File: src/rtl/txn_step_sequencer.sv
// Transaction step sequencer: walks steps 1..NUM_STEPS on per-step done inputs,
// with a per-step watchdog, abort, error reporting and a completed-transaction counter.
module txn_step_sequencer #(
  parameter int NUM_STEPS = 4,
  parameter int STEP_W    = 3,
  parameter int TIMEOUT   = 1023,
  parameter int CNT_W     = 16
) (
  input  logic                 clock,
  input  logic                 resetn,
  input  logic                 start,
  input  logic                 abort,
  input  logic [NUM_STEPS-1:0] step_done,
  output logic [STEP_W-1:0]    step,
  output logic                 step_start,
  output logic                 busy,
  output logic                 txn_done,
  output logic                 txn_error,
  output logic [1:0]           err_code,
  output logic [STEP_W-1:0]    err_step,
  output logic [CNT_W-1:0]     txn_count
);

  localparam bit WDOG_EN = (TIMEOUT != 0);
  localparam int TIMER_W = (TIMEOUT > 1) ? $clog2(TIMEOUT) : 1;

  typedef enum logic {
    S_IDLE,
    S_RUN
  } state_e;

  typedef enum logic [1:0] {
    ERR_NONE    = 2'b00,
    ERR_TIMEOUT = 2'b01,
    ERR_ABORT   = 2'b10
  } err_e;

  state_e              state_q, state_d;
  logic [STEP_W-1:0]   step_q, step_d;
  logic [TIMER_W-1:0]  timer_q, timer_d;
  logic                busy_q, busy_d;
  logic                step_start_q, step_start_d;
  logic                txn_done_q, txn_done_d;
  logic                txn_error_q, txn_error_d;
  err_e                err_code_q, err_code_d;
  logic [STEP_W-1:0]   err_step_q, err_step_d;
  logic [CNT_W-1:0]    txn_count_q, txn_count_d;

  logic cur_done;
  logic last_step;
  logic timeout_hit;

  // Select the done bit of the current step; step 0 (idle) selects nothing.
  always_comb begin
    cur_done = 1'b0;
    for (int i = 0; i < NUM_STEPS; i++) begin
      if (step_q == STEP_W'(i + 1)) cur_done = step_done[i];
    end
  end

  assign last_step   = (step_q == STEP_W'(NUM_STEPS));
  assign timeout_hit = WDOG_EN && (timer_q == TIMER_W'(TIMEOUT - 1));

  // NOTE: every variable gets a default before the case so no path leaves one
  // unassigned -- otherwise synthesis infers a latch to hold the old value.
  always_comb begin
    state_d      = state_q;
    step_d       = step_q;
    timer_d      = timer_q;
    busy_d       = busy_q;
    step_start_d = 1'b0;
    txn_done_d   = 1'b0;
    txn_error_d  = 1'b0;
    err_code_d   = err_code_q;
    err_step_d   = err_step_q;
    txn_count_d  = txn_count_q;

    unique case (state_q)
      S_IDLE: begin
        if (start) begin
          state_d      = S_RUN;
          step_d       = STEP_W'(1);
          busy_d       = 1'b1;
          step_start_d = 1'b1;
          timer_d      = '0;
          err_code_d   = ERR_NONE;
          err_step_d   = '0;
        end
      end
      S_RUN: begin
        if (abort) begin
          state_d     = S_IDLE;
          step_d      = '0;
          busy_d      = 1'b0;
          timer_d     = '0;
          txn_error_d = 1'b1;
          err_code_d  = ERR_ABORT;
          err_step_d  = step_q;
        end else if (cur_done) begin
          timer_d = '0;
          if (last_step) begin
            state_d     = S_IDLE;
            step_d      = '0;
            busy_d      = 1'b0;
            txn_done_d  = 1'b1;
            txn_count_d = txn_count_q + 1'b1;
          end else begin
            step_d       = step_q + 1'b1;
            step_start_d = 1'b1;
          end
        end else if (timeout_hit) begin
          state_d     = S_IDLE;
          step_d      = '0;
          busy_d      = 1'b0;
          timer_d     = '0;
          txn_error_d = 1'b1;
          err_code_d  = ERR_TIMEOUT;
          err_step_d  = step_q;
        end else if (WDOG_EN) begin
          timer_d = timer_q + 1'b1;
        end
      end
      default: ;
    endcase
  end

  // NOTE: sequential state uses non-blocking assignments so every flop samples
  // the pre-edge values, independent of statement order.
  always_ff @(posedge clock or negedge resetn) begin
    if (!resetn) begin
      state_q      <= S_IDLE;
      step_q       <= '0;
      timer_q      <= '0;
      busy_q       <= 1'b0;
      step_start_q <= 1'b0;
      txn_done_q   <= 1'b0;
      txn_error_q  <= 1'b0;
      err_code_q   <= ERR_NONE;
      err_step_q   <= '0;
      txn_count_q  <= '0;
    end else begin
      state_q      <= state_d;
      step_q       <= step_d;
      timer_q      <= timer_d;
      busy_q       <= busy_d;
      step_start_q <= step_start_d;
      txn_done_q   <= txn_done_d;
      txn_error_q  <= txn_error_d;
      err_code_q   <= err_code_d;
      err_step_q   <= err_step_d;
      txn_count_q  <= txn_count_d;
    end
  end

  assign step       = step_q;
  assign step_start = step_start_q;
  assign busy       = busy_q;
  assign txn_done   = txn_done_q;
  assign txn_error  = txn_error_q;
  assign err_code   = err_code_q;
  assign err_step   = err_step_q;
  assign txn_count  = txn_count_q;

endmodule

File: config.mk
export PLATFORM = sky130hd
export DESIGN_NAME = txn_step_sequencer
export DESIGN_NICKNAME = d
export VERILOG_FILES = /design/src/rtl/txn_step_sequencer.sv
export SDC_FILE = /design/constraint.sdc
export NUM_CORES = 1
export LEC_CHECK = 0
export CORE_UTILIZATION = 40
export DETAILED_ROUTE_END_ITERATION = 8
export SLEW_MARGIN = 20
export SYNTH_ARGS = -nofsm -noshare
export SYNTH_HDL_FRONTEND = slang
export SYNTH_SLANG_ARGS = --single-unit
File: constraint.sdc
create_clock -name clock -period 2.6 [get_ports clock]
set_clock_uncertainty 0.1 [all_clocks]
set_input_delay 0.52 -clock clock [delete_from_list [all_inputs] [get_ports clock]]
set_output_delay 0.52 -clock clock [all_outputs]
set_load 0.01 [all_outputs]
==> results_dict.tcl, run 1 <==
set metrics [dict create \
    initial_core_util_pct 41.5 \
    cts.sinks 39 \
    drt-vias-per-instance 5.09 \
    antenna_found_initial 0 \
    synth_top_area_share_pct 49.8 \
    slew_viol_final 0 \
    final_common_cell "dfrtp_1" \
    r2r-start "step[0]" \
    cts_made_buffers 5 \
    min_path_type "in2async" \
    clock_latency_ps 300 \
    rsz0062_at_grt "false" \
    fin_crit_sh_pct 92.1 \
    cts_resized 0 \
    syn_to_final_growth_pct 29.0 \
    start_kind "register" \
    cp.arrival_ps 2530 \
    ctsHoldBuffers 0 \
    syn-cell-area_um2 1960 \
    cts_tree "done" \
    drc 0 \
    worstSetupPathType "reg2reg" \
    period_needed_ps 2400 \
    place_congestion 0.792 \
    ys_types 43 \
    cts.reportedPaths.clkPinSlew_ps 80 \
    first_pass_iters 4 \
    cp_max_fo 14 \
    cts_setup_buffers 0 \
    stdcell_count 300 \
    ant_nets 0 \
    dp_hpwl_mm 2.79 \
    setup_viol 0 \
    tightestPinTransition_ps 867 \
    synth_area_leaders "dfrtp_1 50%, ha_1 5.1%, nand3_1 4.9%, xnor2_1 4.0%, nand2_1 3.5%" \
    syn_avg_cell_area_um2 10.3 \
    fin_nets 248 \
    r2r_end "timer_q[6]" \
    ys_seq_area_share_pct 49.8 \
    overflow 0 \
    synth_edf_count 0 \
    num_antenna_cells 0 \
    status "finished clean" \
    leakagePower_nw 1.10 \
    cts_buffer_depth 2 \
    drv_cap 0 \
    core_region_area_um2 4720 \
    finalHoldViolCount 0 \
    wl_per_cell_um 13.0 \
    yosys_warnings 0 \
    fin_tns_setup_ps 0 \
    synth_flop_cell "dfrtp_1" \
    io_pins 36 \
    wl_mm 3.91 \
    layout_common_cells "39 x dfrtp_1, 34 x clkdlybuf4s50_1, 19 x nand3_1, 18 x nand2_1, 13 x nor2_1" \
    critPathCaptureType "register" \
    power_density_nw_per_um2 636 \
    first_iter_violations 46 \
    vdd_drop_max_mv 0.367 \
    yosysTopAreaCell "dfrtp_1" \
    placed_cells 292 \
    grt_pass1_vias 1401 \
    synth.ff_latch_count 39 \
    final_layout_size_suffix_gt1_share_pct 9.44 \
    place_ws_ps 92.3 \
    syn_nets 206 \
    post-route-util_pct 53.5 \
    dieHeight_um 72.0 \
    die_w_um 72.0 \
    max-slew-margin-rel_pct 42.2 \
    track_usage_pct 16.8 \
    reg2reg_depth 7 \
    core.rowCount 25 \
    setup_ws_ps 205 \
    fill_cells 427 \
    async_flop_share_pct 100 \
    syn_inst 190 \
    grt_max_degree 40 \
    portBuffers 35 \
    required_ps 2730 \
    dieArea_um2 5180 \
    grt_pass1_wl_mm 6.71 \
    clockRootBuffer "clkbuf_8" \
    rrSetupSlack_ps 200 \
    max_freq_ghz 0.417 \
    vias 1527 \
    htreeDepth 2 \
]
-- cells by family (layout without fill, tap and decap cells) --
group | after synthesis | count (layout) | share of synthesized area [%]
simple gates | 83 | 83 | 22.9
fa+ha+maj | 8 | 8 | 5.11
mux | 2 | 2 | 1.09
flops | 39 | 39 | 49.8
buf+inv | 12 | 55 | 2.75
xor+xnor | 15 | 15 | 6.71
compound gates | 31 | 31 | 11.6
-- critical path, cell delays in order (launching register included) --
cell and delay (ps):
dfrtp_1 450, ha_1 230, ha_1 200, a21oi_2 160
a221oi_2 110, or4_4 620, or3_1 370, nand3_1 90
-- layout make-up --
| type | instances | area, µm² | area share, % |
|---|---|---|---|
| sequential | 39 | 976 | 38.6 |
| clock inverter | 3 | 67.6 | 2.67 |
| clock buffer | 5 | 68.8 | 2.72 |
| tap | 67 | 83.8 | 3.32 |
| timing repair buffer | 38 | 368 | 14.6 |
| multi-input combinational | 139 | 928 | 36.8 |
| inverter | 9 | 33.8 | 1.34 |
-- synthesized netlist by cell type, drive strengths merged (3+ instances only) --
| cell type | instances |
|---|---|
| nand4 | 8 |
| a21oi | 6 |
| o311ai | 3 |
| inv | 9 |
| xor2 | 6 |
| or3 | 4 |
| and3 | 5 |
| nor3 | 4 |
| nand3 | 19 |
| a22o | 3 |
| xnor2 | 9 |
| o21ai | 10 |
| nand2 | 18 |
| nor2 | 14 |
| dfrtp | 39 |
| ha | 8 |
-- worst max-delay path by stage --
stage,startpoint,endpoint,slack [ps],depth (start not counted)
2_1_floorplan,step[0],timer_q[4],370,8
3_3_place_gp,abort,timer_q[6],130,5
3_5_place_dp,abort,timer_q[5],90,5
4_1_cts,step[0],timer_q[6],210,7
5_1_grt,step[0],timer_q[5],100,7
6_report,step[0],timer_q[6],200,7
-- registers in the layout (all words and copies together) (netlist names) --
name,cells
busy,1
err_code,2
err_step,3
state_q,1
step,3
step_start,1
timer_q,10
txn_count,16
txn_done,1
txn_error,1
-- routing by layer --
layer  GRT usage [%]  wire length (µm)
met1            23.7              1990
met2            24.9              1700
met3            4.31               156
met4            6.10                67
met5               0                 0
-- report_power, final --
| group | switching [W] | internal, W | total (W) | leakage, nW |
|---|---|---|---|---|
| Sequential | 0.0000503 | 0.000645 | 0.000695 | 0.526 |
| Combinational | 0.000158 | 0.000144 | 0.000301 | 0.509 |
| Clock | 0.000228 | 0.000383 | 0.000611 | 0.0644 |
-- stage by stage --
stage,power (W),hold WS (ps),instance area [µm²]
2_1_floorplan,0.000876,124,1960
3_3_place_gp,0.00101,361,2390
3_5_place_dp,0.00101,370,2390
4_1_cts,0.00162,269,2530
5_1_grt,0.00168,323,2530
6_report,0.00161,233,2530
No activity file was read; power rests on OpenSTA's default activity.
==> inputs of run 2 (changes only) <==
--- a/config.mk
+++ b/config.mk
@@ -7,6 +7,7 @@
 export LEC_CHECK = 0
 export CORE_UTILIZATION = 40
 export DETAILED_ROUTE_END_ITERATION = 8
+export RECOVER_POWER = 25
 export SLEW_MARGIN = 20
 export SYNTH_ARGS = -nofsm -noshare
 export SYNTH_HDL_FRONTEND = slang
==> results_dict.tcl, run 2 (synthesis results as in run 1) <==
set metrics [dict create \
    p_int_w 0.00117 \
    final_common_cell "dfrtp_1" \
    final_layout_size_suffix_gt1_share_pct 9.44 \
    vias 1527 \
    grt_use_met2_pct 24.9 \
    rrSetupSlack_ps 200 \
    first_pass_iters 4 \
    cts_tree "done" \
    p_switching_w 0.000436 \
    status "finished clean" \
    fin_nets 248 \
    wl_per_cell_um 13.0 \
    cp.arrival_ps 2530 \
    dieArea_um2 5180 \
    htreeDepth 2 \
    drc 0 \
    overflow 0 \
    combPwrFrac_pct 18.8 \
    grt_busiest_layer "met2" \
    clock_latency_ps 300 \
    min_path_type "in2async" \
    leakagePower_nw 1.10 \
    use_met1_pct 23.7 \
    cts_resized 0 \
    setup_viol 0 \
    track_usage_pct 16.8 \
    drt-vias-per-instance 5.09 \
    max_freq_ghz 0.417 \
    cp_max_fo 14 \
    drv_cap 0 \
    wl_mm 3.91 \
    grt_max_degree 40 \
    ant_nets 0 \
    num_antenna_cells 0 \
    fin_tns_setup_ps 0 \
    initial_core_util_pct 41.5 \
    start_kind "register" \
    antenna_found_initial 0 \
    place_congestion 0.792 \
    required_ps 2730 \
    grt_pass1_vias 1401 \
    seqPwrFrac_pct 43.3 \
    max-slew-margin-rel_pct 35.3 \
    cts_buffer_depth 2 \
    largest_reg_flops 16 \
    tightestPinTransition_ps 970 \
    syn_to_final_growth_pct 29.0 \
    globalRouteMet3Util_pct 4.31 \
    ctsHoldBuffers 0 \
    power_density_nw_per_um2 636 \
    clockRootBuffer "clkbuf_8" \
    rsz0062_at_grt "false" \
    portBuffers 35 \
    core_region_area_um2 4720 \
    cts.reportedPaths.clkPinSlew_ps 80 \
    fin_crit_sh_pct 92.1 \
    finalHoldViolCount 0 \
    first_iter_violations 46 \
    swShare_pct 27.1 \
    dp_hpwl_mm 2.79 \
    vdd_drop_max_mv 0.367 \
    io_pins 36 \
    pwr-share-clk_pct 38.0 \
    cts_made_buffers 5 \
    layout_common_cells "39 x dfrtp_1, 34 x clkdlybuf4s50_1, 19 x nand3_1, 18 x nand2_1, 13 x nor2_1" \
    cts_setup_buffers 0 \
    post-route-util_pct 53.5 \
    core.rowCount 25 \
    worstSetupPathType "reg2reg" \
    period_needed_ps 2400 \
    critPathCaptureType "register" \
    dieHeight_um 72.0 \
    cts.sinks 39 \
    die_w_um 72.0 \
    slew_viol_final 0 \
    grt_pass1_wl_mm 6.71 \
]
==> run 2: cell type report <==
cell class                      count  area (µm²)
Inverter                            9        33.8
Clock inverter                      3        67.6
Tap cell                           67        83.8
Clock buffer                        5        68.8
Multi-Input combinational cell    139         928
Sequential cell                    39         976
Timing Repair Buffer               38         368
Fill cell                         427        2200
==> run 2: worst paths after layout <==
kind	startpoint	to	depth (start not counted)
worst max-delay path	step[0]	timer_q[6]	7
max in group asynchronous	resetn	txn_count[12]	1
worst min-delay path	resetn	step_start	1
worst max register to register	step[0]	timer_q[6]	7
worst min register to register	txn_count[15]	txn_count[15]	1
min in group clock	txn_count[15]	txn_count[15]	1
==> run 2: stage by stage <==
stage          hold WS (ps)  instance area, µm²  total power [W]  cells  setup slack, ps
6_report                267                2530          0.00161    300              205
5_1_grt                 368                2530          0.00168    300             95.6
4_1_cts                 269                2530          0.00162    300              212
3_5_place_dp            370                2390          0.00101    292             92.3
3_3_place_gp            361                2390          0.00101    292              132
2_1_floorplan           124                1960         0.000876    190              374
==> run 2: layer usage <==
layer | vias to the layer above | share of wire, %
met5 | - | 0
met3 | 7 | 4.0
met2 | 44 | 43
met4 | 0 | 1.7
met1 | 707 | 51
li1 | 769 | -
==> run 2: power by group through the flow <==
stage,Combinational (W),Sequential [W],Clock (W)
2_1_floorplan,0.000168,0.000708,0
3_3_place_gp,0.000300,0.000706,0
3_5_place_dp,0.000301,0.000706,0
4_1_cts,0.000303,0.000695,0.000621
5_1_grt,0.000334,0.000703,0.000642
6_report,0.000301,0.000695,0.000611
==> run 2: critical path, cell delays in order (launching register included) <==
cell and delay, ps:
dfrtp_1 450, ha_1 230, ha_1 200, a21oi_2 160
a221oi_2 110, or4_4 620, or3_1 370, nand3_1 90
==> inputs of run 3 (changes only) <==
--- a/config.mk
+++ b/config.mk
@@ -8,6 +8,7 @@
 export CORE_UTILIZATION = 40
 export DETAILED_ROUTE_END_ITERATION = 8
 export RECOVER_POWER = 25
+export SETUP_SLACK_MARGIN = 0.1
 export SLEW_MARGIN = 20
 export SYNTH_ARGS = -nofsm -noshare
 export SYNTH_HDL_FRONTEND = slang
==> results_dict.tcl, run 3 (synthesis results as in run 1) <==
set metrics [dict create \
    ant_nets 0 \
    num_antenna_cells 0 \
    cts_made_buffers 5 \
    first_pass_iters 4 \
    regArea_um2 976 \
    final_common_cell "dfrtp_1" \
    tightestPinTransition_ps 972 \
    place_congestion 0.792 \
    core.rowCount 25 \
    cp.arrival_ps 2500 \
    vdd_drop_max_mv 0.366 \
    track_usage_pct 16.8 \
    drv_cap 0 \
    start_kind "register" \
    cts_buffer_depth 2 \
    max-slew-margin-rel_pct 35.2 \
    fill_cells 426 \
    layout_common_cells "39 x dfrtp_1, 34 x clkdlybuf4s50_1, 19 x nand3_1, 18 x nand2_1, 13 x nor2_1" \
    clockRootBuffer "clkbuf_8" \
    htreeDepth 2 \
    cts_setup_buffers 0 \
    grt_pass1_vias 1401 \
    required_ps 2730 \
    dieArea_um2 5180 \
    finalHoldViolCount 0 \
    power.total_w 0.00162 \
    design_area_um2 2550 \
    fin_tns_setup_ps 0 \
    reg2reg_depth 8 \
    first_iter_violations 42 \
    die_w_um 72.0 \
    leakagePower_nw 1.11 \
    final_layout_size_suffix_gt1_share_pct 10.2 \
    crit_path_end "timer_q[4]" \
    multi_input_area_um2 928 \
    io_pins 36 \
    vias 1526 \
    crit_start "step[0]" \
    rrSetupSlack_ps 230 \
    max_freq_ghz 0.421 \
    min_path_type "in2async" \
    power_density_nw_per_um2 636 \
    overflow 0 \
    status "finished clean" \
    fin_nets 250 \
    rsz0062_at_grt "false" \
    antenna_found_initial 0 \
    syn_to_final_growth_pct 30.4 \
    cts_resized 0 \
    dp_hpwl_mm 2.79 \
    drt-vias-per-instance 5.05 \
    setup_viol 0 \
    cts.sinks 39 \
    slew_viol_final 0 \
    period_needed_ps 2370 \
    dieHeight_um 72.0 \
    r2r-start "step[0]" \
    wl_mm 3.92 \
    wl_per_cell_um 13.0 \
    critPathCaptureType "register" \
    largest_reg_flops 16 \
    portBuffers 35 \
    grt_pass1_wl_mm 6.71 \
    worstSetupPathType "reg2reg" \
    core_region_area_um2 4720 \
    clock_latency_ps 300 \
    cts_tree "done" \
    placed_area_um2 2390 \
    fin_crit_sh_pct 91.3 \
    ctsHoldBuffers 0 \
    r2r_end "timer_q[4]" \
    cts.reportedPaths.clkPinSlew_ps 80 \
    cp_max_fo 6 \
    drc 0 \
    post-route-util_pct 54.1 \
    grt_max_degree 40 \
    initial_core_util_pct 41.5 \
]
-- run 3: changes by cell type in the layout (fill, tap and decap cells not counted), sizes merged --
cell	previous run	this run
buf	3	5
-- run 3: how the worst min path moves through the flow --
stage / from / end
detailed placement: txn_count[15] / txn_count[15]
finish: resetn / step_start
floorplan: resetn / busy
global route: resetn / txn_count[5]
CTS: resetn / txn_count[5]
global placement: txn_count[15] / txn_count[15]
-- run 3: area by class of cell --
type / count / share of cell area (%)
inverters: 9 / 1.32
well taps: 67 / 3.28
flip-flops and latches: 39 / 38.2
clock inverters: 3 / 2.65
clock buffers: 5 / 2.69
multi-input cells: 139 / 36.4
repair buffers: 40 / 15.5
-- run 3: through the flow --
| step | hold WS, ps | setup slack [ps] | cells |
|---|---|---|---|
| floorplan | 124 | 374 | 190 |
| finish | 268 | 226 | 302 |
| global placement | 361 | 132 | 292 |
| detailed placement | 370 | 92.3 | 292 |
| CTS | 269 | 212 | 300 |
| global route | 368 | 123 | 302 |
-- run 3: power breakdown --
| group | internal, W | leakage (nW) | switching [W] |
|---|---|---|---|
| Combinational | 0.000157 | 0.524 | 0.000161 |
| Sequential | 0.000645 | 0.526 | 0.0000501 |
| Clock | 0.000383 | 0.0644 | 0.000228 |
| Total | 0.00118 | 1.11 | 0.000439 |
-- run 3: critical path: stages (launching register included) --
cell and delay, ps:
dfrtp_1 450, ha_1 230, ha_1 200, a21oi_2 160, a221oi_2 100, or4_4 600, buf_4 170, o21a_1 170
mux2i_1 120
-- run 3: layer usage --
layer | vias to the layer above | wire length [µm] | GRT usage (%)
li1 | 773 | - | -
met4 | 0 | 59 | 6.10
met2 | 35 | 1720 | 24.9
met1 | 711 | 1990 | 23.7
met5 | - | 0 | 0
met3 | 7 | 157 | 4.31
